## src/rtl/crop_frame_arbiter.sv

```systemverilog
// Frame-granular round-robin arbiter that lets two pixel sources share one crop pipeline.
// A granted source owns the pipeline for a whole frame; per-source completed frames are counted.
//
// state     | meaning
// ----------+---------------------------------------------------------------
// ST_IDLE   | no frame owned; picks the next source unless hold is high
// ST_STREAM | grant_id source is routed to the crop pipeline until its last beat
module crop_frame_arbiter #(
  parameter int PIXEL_BIT_WIDTH = 12,
  parameter int IN_ROWS         = 40,
  parameter int IN_COLS         = 40,
  parameter int FRAME_CNT_WIDTH = 16
) (
  input  logic                       clk,
  input  logic                       reset,
  input  logic [PIXEL_BIT_WIDTH-1:0] a_pixel,
  input  logic                       a_valid,
  output logic                       a_ready,
  input  logic [PIXEL_BIT_WIDTH-1:0] b_pixel,
  input  logic                       b_valid,
  output logic                       b_ready,
  input  logic                       hold,
  output logic [PIXEL_BIT_WIDTH-1:0] crop_pixel_in,
  output logic                       crop_in_valid,
  input  logic                       crop_in_ready,
  output logic                       grant_id,
  output logic                       busy,
  output logic                       frame_done,
  output logic [FRAME_CNT_WIDTH-1:0] frames_a,
  output logic [FRAME_CNT_WIDTH-1:0] frames_b
);

  localparam int FRAME_PIXELS = IN_ROWS * IN_COLS;
  localparam int CNT_W        = (FRAME_PIXELS > 1) ? $clog2(FRAME_PIXELS) : 1;
  localparam logic [CNT_W-1:0] LAST_CNT = CNT_W'(FRAME_PIXELS - 1);

  typedef enum logic {
    ST_IDLE   = 1'b0,
    ST_STREAM = 1'b1
  } state_t;

  state_t                     state_q, state_d;
  logic                       grant_id_q, grant_id_d;
  logic                       last_grant_q, last_grant_d;
  logic [CNT_W-1:0]           cnt_q, cnt_d;
  logic                       frame_done_q, frame_done_d;
  logic [FRAME_CNT_WIDTH-1:0] frames_a_q, frames_a_d;
  logic [FRAME_CNT_WIDTH-1:0] frames_b_q, frames_b_d;
  logic                       beat;
  logic                       last_beat;

  // Zero-latency pass-through: only the owner sees ready, everything is quiet in IDLE.
  always_comb begin
    crop_in_valid = 1'b0;
    crop_pixel_in = '0;
    a_ready       = 1'b0;
    b_ready       = 1'b0;
    if (state_q == ST_STREAM) begin
      if (grant_id_q) begin
        crop_in_valid = b_valid;
        crop_pixel_in = b_pixel;
        b_ready       = crop_in_ready;
      end else begin
        crop_in_valid = a_valid;
        crop_pixel_in = a_pixel;
        a_ready       = crop_in_ready;
      end
    end
  end

  assign beat      = crop_in_valid && crop_in_ready;
  assign last_beat = beat && (cnt_q == LAST_CNT);

  always_comb begin
    state_d      = state_q;
    grant_id_d   = grant_id_q;
    last_grant_d = last_grant_q;
    cnt_d        = cnt_q;
    frame_done_d = 1'b0;
    frames_a_d   = frames_a_q;
    frames_b_d   = frames_b_q;
    case (state_q)
      ST_IDLE: begin
        if (!hold && (a_valid || b_valid)) begin
          // On contention the source that did not own the previous frame wins.
          if (a_valid && b_valid) begin
            grant_id_d = ~last_grant_q;
          end else begin
            grant_id_d = b_valid;
          end
          last_grant_d = grant_id_d;
          state_d      = ST_STREAM;
        end
      end
      ST_STREAM: begin
        if (last_beat) begin
          cnt_d        = '0;
          state_d      = ST_IDLE;
          frame_done_d = 1'b1;
          if (grant_id_q) begin
            frames_b_d = frames_b_q + FRAME_CNT_WIDTH'(1);
          end else begin
            frames_a_d = frames_a_q + FRAME_CNT_WIDTH'(1);
          end
        end else if (beat) begin
          cnt_d = cnt_q + CNT_W'(1);
        end
      end
      default: state_d = ST_IDLE;
    endcase
  end

  always_ff @(posedge clk) begin
    if (!reset) begin
      state_q      <= ST_IDLE;
      grant_id_q   <= 1'b0;
      last_grant_q <= 1'b1;
      cnt_q        <= '0;
      frame_done_q <= 1'b0;
      frames_a_q   <= '0;
      frames_b_q   <= '0;
    end else begin
      state_q      <= state_d;
      grant_id_q   <= grant_id_d;
      last_grant_q <= last_grant_d;
      cnt_q        <= cnt_d;
      frame_done_q <= frame_done_d;
      frames_a_q   <= frames_a_d;
      frames_b_q   <= frames_b_d;
    end
  end

  assign grant_id   = grant_id_q;
  assign busy       = (state_q == ST_STREAM);
  assign frame_done = frame_done_q;
  assign frames_a   = frames_a_q;
  assign frames_b   = frames_b_q;

endmodule

```

## config.mk

```make
export PLATFORM = sky130hd
export DESIGN_NAME = crop_frame_arbiter
export DESIGN_NICKNAME = d
export VERILOG_FILES = /design/src/rtl/crop_frame_arbiter.sv
export SDC_FILE = /design/constraint.sdc
export NUM_CORES = 1
export LEC_CHECK = 0
export BUFFER_PORTS_ARGS = -buffer_cell sky130_fd_sc_hd__buf_4
export CAP_MARGIN = 20
export CORE_MARGIN = 2
export CORE_UTILIZATION = 37
export CTS_BUF_LIST = sky130_fd_sc_hd__clkbuf_2 sky130_fd_sc_hd__clkbuf_4 sky130_fd_sc_hd__clkbuf_8
export CTS_CLUSTER_DIAMETER = 40
export CTS_CLUSTER_SIZE = 16
export DETAILED_ROUTE_END_ITERATION = 6
export PLACE_DENSITY_LB_ADDON = 0.25
export SYNTH_ARGS = -nofsm -noshare
export SYNTH_HDL_FRONTEND = slang
export SYNTH_SLANG_ARGS = --single-unit
```

## constraint.sdc

```tcl
create_clock -name clk -period 2.17 [get_ports clk]
set_input_delay 0.1085 -clock clk [delete_from_list [all_inputs] [get_ports clk]]
set_output_delay 0.1085 -clock clk [all_outputs]
set_load 0.1 [all_outputs]
```

After elaboration in Yosys (flattened, before gate mapping)
Cells that the tools add are included.

word-level totals
  output and inout port bits = 50
  register bits = 47
  input port bits = 30
  logic and storage cells = 41

operators by class
  reduce and logical (&&, ||, !) cells = 12
  bitwise logic cells = 3
  muxes and demuxes = 15
  eq/ne operators = 1
  add/sub/neg operators = 3

operator list
  cell                                                             number
  16-bit by 1-bit adder with 16-bit output, second input constant  2
  12-bit 2-to-1 mux                                                2
  11-bit 2-to-1 mux                                                2
  11-bit by 1-bit adder with 11-bit output, second input constant  1
  11-bit == test, second input constant                            1
  1-bit 2-to-1 mux                                                 10
  2-bit AND reduction                                              3
  3-bit AND reduction                                              2
  1-bit logical AND                                                4
  1-bit inverter                                                   3
  1-bit case mux with 2 select lines                               1
  2-bit nonzero test                                               1
  1-bit logical NOT                                                1
  1-bit logical OR                                                 1

Longest topological paths before layout
  word-level depth = 6
  mapped depth = 8
  gate-level depth less buffers = 5

Worst setup path before layout
OpenSTA, ideal clock, no wires.

  path type = flip-flop to flip-flop
  from = reg grant_id_q (netlist: grant_id)
  to = reg cnt_q[1]
  cell stages (with the launch flop) = 6
  path slack = -1.255 ns
  arrival time = 3.352 ns
  buffers on the path = 1
  library setup time = 0.073 ns
  required time = 2.097 ns
  period minus slack after synthesis = 3.425 ns
  cell sequence = dfxtp_1 -> mux2i_1 -> clkbuf_1 -> nor2b_1 -> o2111ai_1 -> a21oi_1

between the ends
  longest elaborated chain between the ends = 6
  elaborated cells between the ends (all ways) = 7
  classes of those cells = mux (3); reduce/logical (4)

RTL lines
  element                               RTL line  source
  from (decl)                           43        logic grant_id_q, grant_id_d;
  from (signal assigned)                124       grant_id_q <= grant_id_d;
  1-bit 2-to-1 mux *                    59        if (grant_id_q) begin
  1-bit 2-to-1 mux *                    58        if (state_q == ST_STREAM) begin
  net crop_in_valid                     24        output logic crop_in_valid,
  1-bit logical AND *                   71        assign beat = crop_in_valid && crop_in_ready;
  1-bit logical AND                     72        assign last_beat = beat && (cnt_q == LAST_CNT);
  2-bit nonzero test (no source line)   -
  2-bit AND reduction (no source line)  -
  to (signal assigned)                  126       cnt_q <= cnt_d;
  to (decl)                             45        logic [CNT_W-1:0] cnt_q, cnt_d;

The timed path passes the listed nets; every way through them passes the cells marked *.
A chain may end at the register's enable or synchronous reset.

Worst setup path in the final report
  from = reg cnt_q[1]
  to = reg frames_b_q[6] (netlist: frames_b[6])

between the ends
  longest elaborated chain between the ends = 3

RTL lines
  element                               RTL line  source
  11-bit == test                        72
  1-bit logical AND                     72
  3-bit AND reduction (no source line)  -
  to (signal assigned)                  129       frames_b_q <= frames_b_d;
  to (decl)                             48        logic [FRAME_CNT_WIDTH-1:0] frames_b_q, frames_b_d;

Every way passes these cells.

==> results by group <==
Clocking
  – CTS max path bufs: 2
  – Clock buffer count from CTS: 5
  – Clk_lat worst skew: 0.30 ns
  – Register clock-pin slew on the reported worst setup and hold paths: 0.09 ns
  – CTS tree: yes
  – Hold Buf Count CTS: 0
  – Clock tree sinks: 47
  – H-tree levels: 2
  – Root Driver: clkbuf_8

Critical path
  – Cell Chain, Critical Path: ha_2 > nand4b_1 > or3_4 > buf_4 > or4_1 > a21oi_1
  – Crit-path slowest cell: or4_1
  – CP Max Fanout: 23
  – Worst reg2reg path startpoint: cnt_q[1]
  – Reg2Reg Setup Slack: 0.07 ns
  – Crit path buf inv count: 1
  – Kind of cell adding the most delay to the critical path: simple AND/OR/NAND/NOR gates
  – R2R depth: 6
  – Crit path DAT: ~2.3 ns
  – Worst path max stage delay: 0.51 ns
  – CP Class: reg -> reg
  – Crit start category: flip-flop
  – Crit end category: flip-flop
  – Data required, critical path: 2.40 ns
  – Critical R2R Capture: frames_b[6]

STA
  – Fin crit period: between 2 and 2.5 ns
  – Period utilization: 0.9666
  – Worst Max-Slew Pin Slew: 0.4350 ns
  – Maximum clock rate: 476.8 MHz
  – Max-slew violations: 0
  – Total negative setup slack: 0 ns
  – RSZ-0062 raised after global routing: false
  – Final worst slack: 0.07248 ns
  – Final setup viols: 0
  – Hold WS: 0.06595 ns
  – Slew HR: 0.7017
  – Clock skew: ~0.0065 ns
  – Final Hold Viols: 0

Drt
  – Wire length on met1: 3349 um
  – Highest Signal Layer: met4
  – Initial drt markers: 151
  – Via density: 5.502
  – DR WL/cell: 14.59 um
  – Via total after detailed routing: around 2.8k
  – Drt pass-1 iters: 5
  – Post-route ant nets: 0
  – Remaining DRCs: 0
  – Total wire length: 7293 um
  – Wire length on met2: 3371 um
  – Met3 wire len: 493 um

Floorplan
  – Cell Rows: 30
  – Die area: 7838 sq um
  – Die width: just under 90 um
  – Die Ht: 88.53 um
  – Initial Utilization: 0.3849
  – Number of top-level pins: 80
  – Core ar.: ~6900 sq um

Cells and area
  – Most common cell after layout, fill and taps aside: buf_4
  – Post-layout instance area: 3680 sq um
  – Fillers: approximately 670
  – Layout net count: 437
  – Share of cells above drive strength 1: 0.3787
  – Most frequent cells in the layout: buf_4, a21oi_1, nand2_1
  – Diode count: 0
  – Synth-to-Final Area Change: 39.19%
  – Final Util: 0.5357

Min path
  – Worst min path class: in -> reg
  – Worst hold start: hold
  – Sink of the worst hold path: busy
  – Worst hold stages: 3

Synthesis
  – Synth Net Count: 349
  – Post-Synthesis Cell Area: 2644 sq um
  – Async set-reset flop share out of synthesis: 0
  – Post-synthesis cell count: 316
  – Mean Syn Cell Area: 8.366 sq um
  – Cell variety after synth: 40
  – Dominant synthesized flop cell: dfxtp_1
  – Number of flops mapped to enable cells by yosys: 0
  – Synthesized flop and latch total: between 40 and 50
  – Ys Warns: 0
  – Sequential-to-total area share from yosys stat: 0.3559

Global routing
  – Number of global-route vias before repair: approximately 2.5k
  – Largest net degree at the start of global routing: 33
  – Total track usage: 0.1887
  – Total grt overflow: 0
  – First-pass GRT wire length: 11,840 um
  – Initial antenna violation count: 0

Placement
  – Gp weighted congestion: around 0.79
  – Port bufs: 79
  – DPL Wire Length: about 5400 um
  – Setup WS pre-CTS: 0.03138 ns
  – Area after DPL: 3543 sq um

Power
  – Peak supply drop: 0.3080 mV
  – Leak: 1.339 nW
  – Total power divided by cell area: 475.8 nW/um^2

Outcome
  – Outcome: finished, final reports clean

Flow run
  – MaxCap Viol Count: 0
stage by stage:
step	power, mW	std cells
2_1_floorplan	1.130	316
3_3_place_gp	1.225	491
3_5_place_dp	1.228	491
4_1_cts	1.757	498
5_1_grt	1.809	500
6_report	1.751	500
worst reg2reg max path: cells and delay by family (launching register included):
family | cells | cell delay [ns]
buffers and inverters | 1 | 0.22
flip-flops | 1 | 0.36
adder cells (fa/ha/maj) | 1 | 0.19
AO/OA/AOI/OAI | 1 | 0.15
AND/OR/NAND/NOR | 3 | 1.11
kinds of logic (layout without fill, tap and decap cells):
| kind of cell | Yosys count | in the layout | share of synthesized area |
|---|---|---|---|
| buf+inv | 26 | 114 | 0.03786 |
| xor+xnor | 6 | 6 | 0.01988 |
| simple gates | 148 | 148 | 0.3389 |
| compound gates | 67 | 67 | 0.1614 |
| mux | 19 | 19 | 0.07193 |
| flops | 47 | 47 | 0.3559 |
| fa+ha+maj | 3 | 3 | 0.01420 |
where the power goes:
| part | leakage (nW) | switching [mW] | internal (mW) | total [mW] |
|---|---|---|---|---|
| Sequential | 0.390 | 0.00856 | 0.866 | 0.874 |
| Combinational | 0.902 | 0.224 | 0.111 | 0.335 |
| Clock | 0.0470 | 0.291 | 0.251 | 0.541 |
metal layers:
| metal | up-vias | track usage |
|---|---|---|
| li1 | 1384 | - |
| met1 | 1267 | 0.2586 |
| met2 | 95 | 0.3042 |
| met3 | 5 | 0.04104 |
| met4 | 0 | 0.04545 |
| met5 | - | 0 |
worst max path at each step:
| stage | startpoint | end | slack, ns | cells past startpoint |
|---|---|---|---|---|
| 6_report | cnt_q[1] | frames_b[6] | 0.07 | 6 |
| 5_1_grt | cnt_q[1] | frames_b[6] | 0.01 | 6 |
| 4_1_cts | cnt_q[0] | frames_b[6] | 0.02 | 6 |
| 3_5_place_dp | cnt_q[0] | frames_b[8] | 0.03 | 7 |
| 3_3_place_gp | cnt_q[0] | frames_b[8] | 0.09 | 7 |
| 2_1_floorplan | frames_a[3] | frames_a[8] | 0.003 | 4 |
layout make-up:
cell class | instances | area [sq um] | share of cell area
multi-input cells | 243 | 1720 | 0.4675
flip-flops and latches | 47 | 970.9 | 0.2639
repair buffers | 100 | 754.5 | 0.2050
well taps | 96 | 120.1 | 0.03264
clock buffers | 6 | 82.58 | 0.02244
inverters | 7 | 26.28 | 0.007140
clock inverters | 1 | 5.005 | 0.001360
Yosys cell counts (2+ instances only):
| library cell | n | area share |
|---|---|---|
| or4b_2 | 3 | 0.011 |
| buf_2 | 2 | 0.0038 |
| a21oi_1 | 32 | 0.061 |
| or4_1 | 12 | 0.034 |
| nor4b_1 | 2 | 0.0066 |
| and2_1 | 3 | 0.0071 |
| or2_2 | 2 | 0.0047 |
| and4b_1 | 2 | 0.0076 |
| ha_1 | 3 | 0.014 |
| a31o_2 | 2 | 0.0066 |
| nor2b_1 | 14 | 0.033 |
| nor2_1 | 12 | 0.017 |
| nor3_1 | 5 | 0.0095 |
| o31ai_1 | 13 | 0.037 |
| xnor2_1 | 5 | 0.017 |
| nand4b_1 | 5 | 0.017 |
| o21ai_0 | 5 | 0.0095 |
| and3_1 | 5 | 0.012 |
| dfxtp_1 | 47 | 0.36 |
| o41ai_1 | 11 | 0.036 |
| and4_1 | 5 | 0.017 |
| nand3_1 | 13 | 0.025 |
| inv_1 | 7 | 0.0099 |
| nand2b_1 | 5 | 0.012 |
| mux2i_1 | 19 | 0.072 |
| nand4_1 | 12 | 0.028 |
| buf_1 | 2 | 0.0028 |
| nor4_1 | 8 | 0.019 |
| nand2_1 | 28 | 0.040 |
| clkbuf_1 | 15 | 0.021 |
| or4b_1 | 3 | 0.011 |
| or3_1 | 5 | 0.012 |
| nand4bb_1 | 2 | 0.0085 |
registers in the layout, indices dropped and copies added (netlist names):
register and cells:
cnt_q 11, grant_id 1, busy 1, last_grant_q 1, frames_a 16, frame_done 1, frames_b 16
repair_timing:
item,CTS,global route
endpoints found under the setup margin,3,22
setup buffers,0,2
resized for setup,2,5
Power figures use the tool's default switching activity.
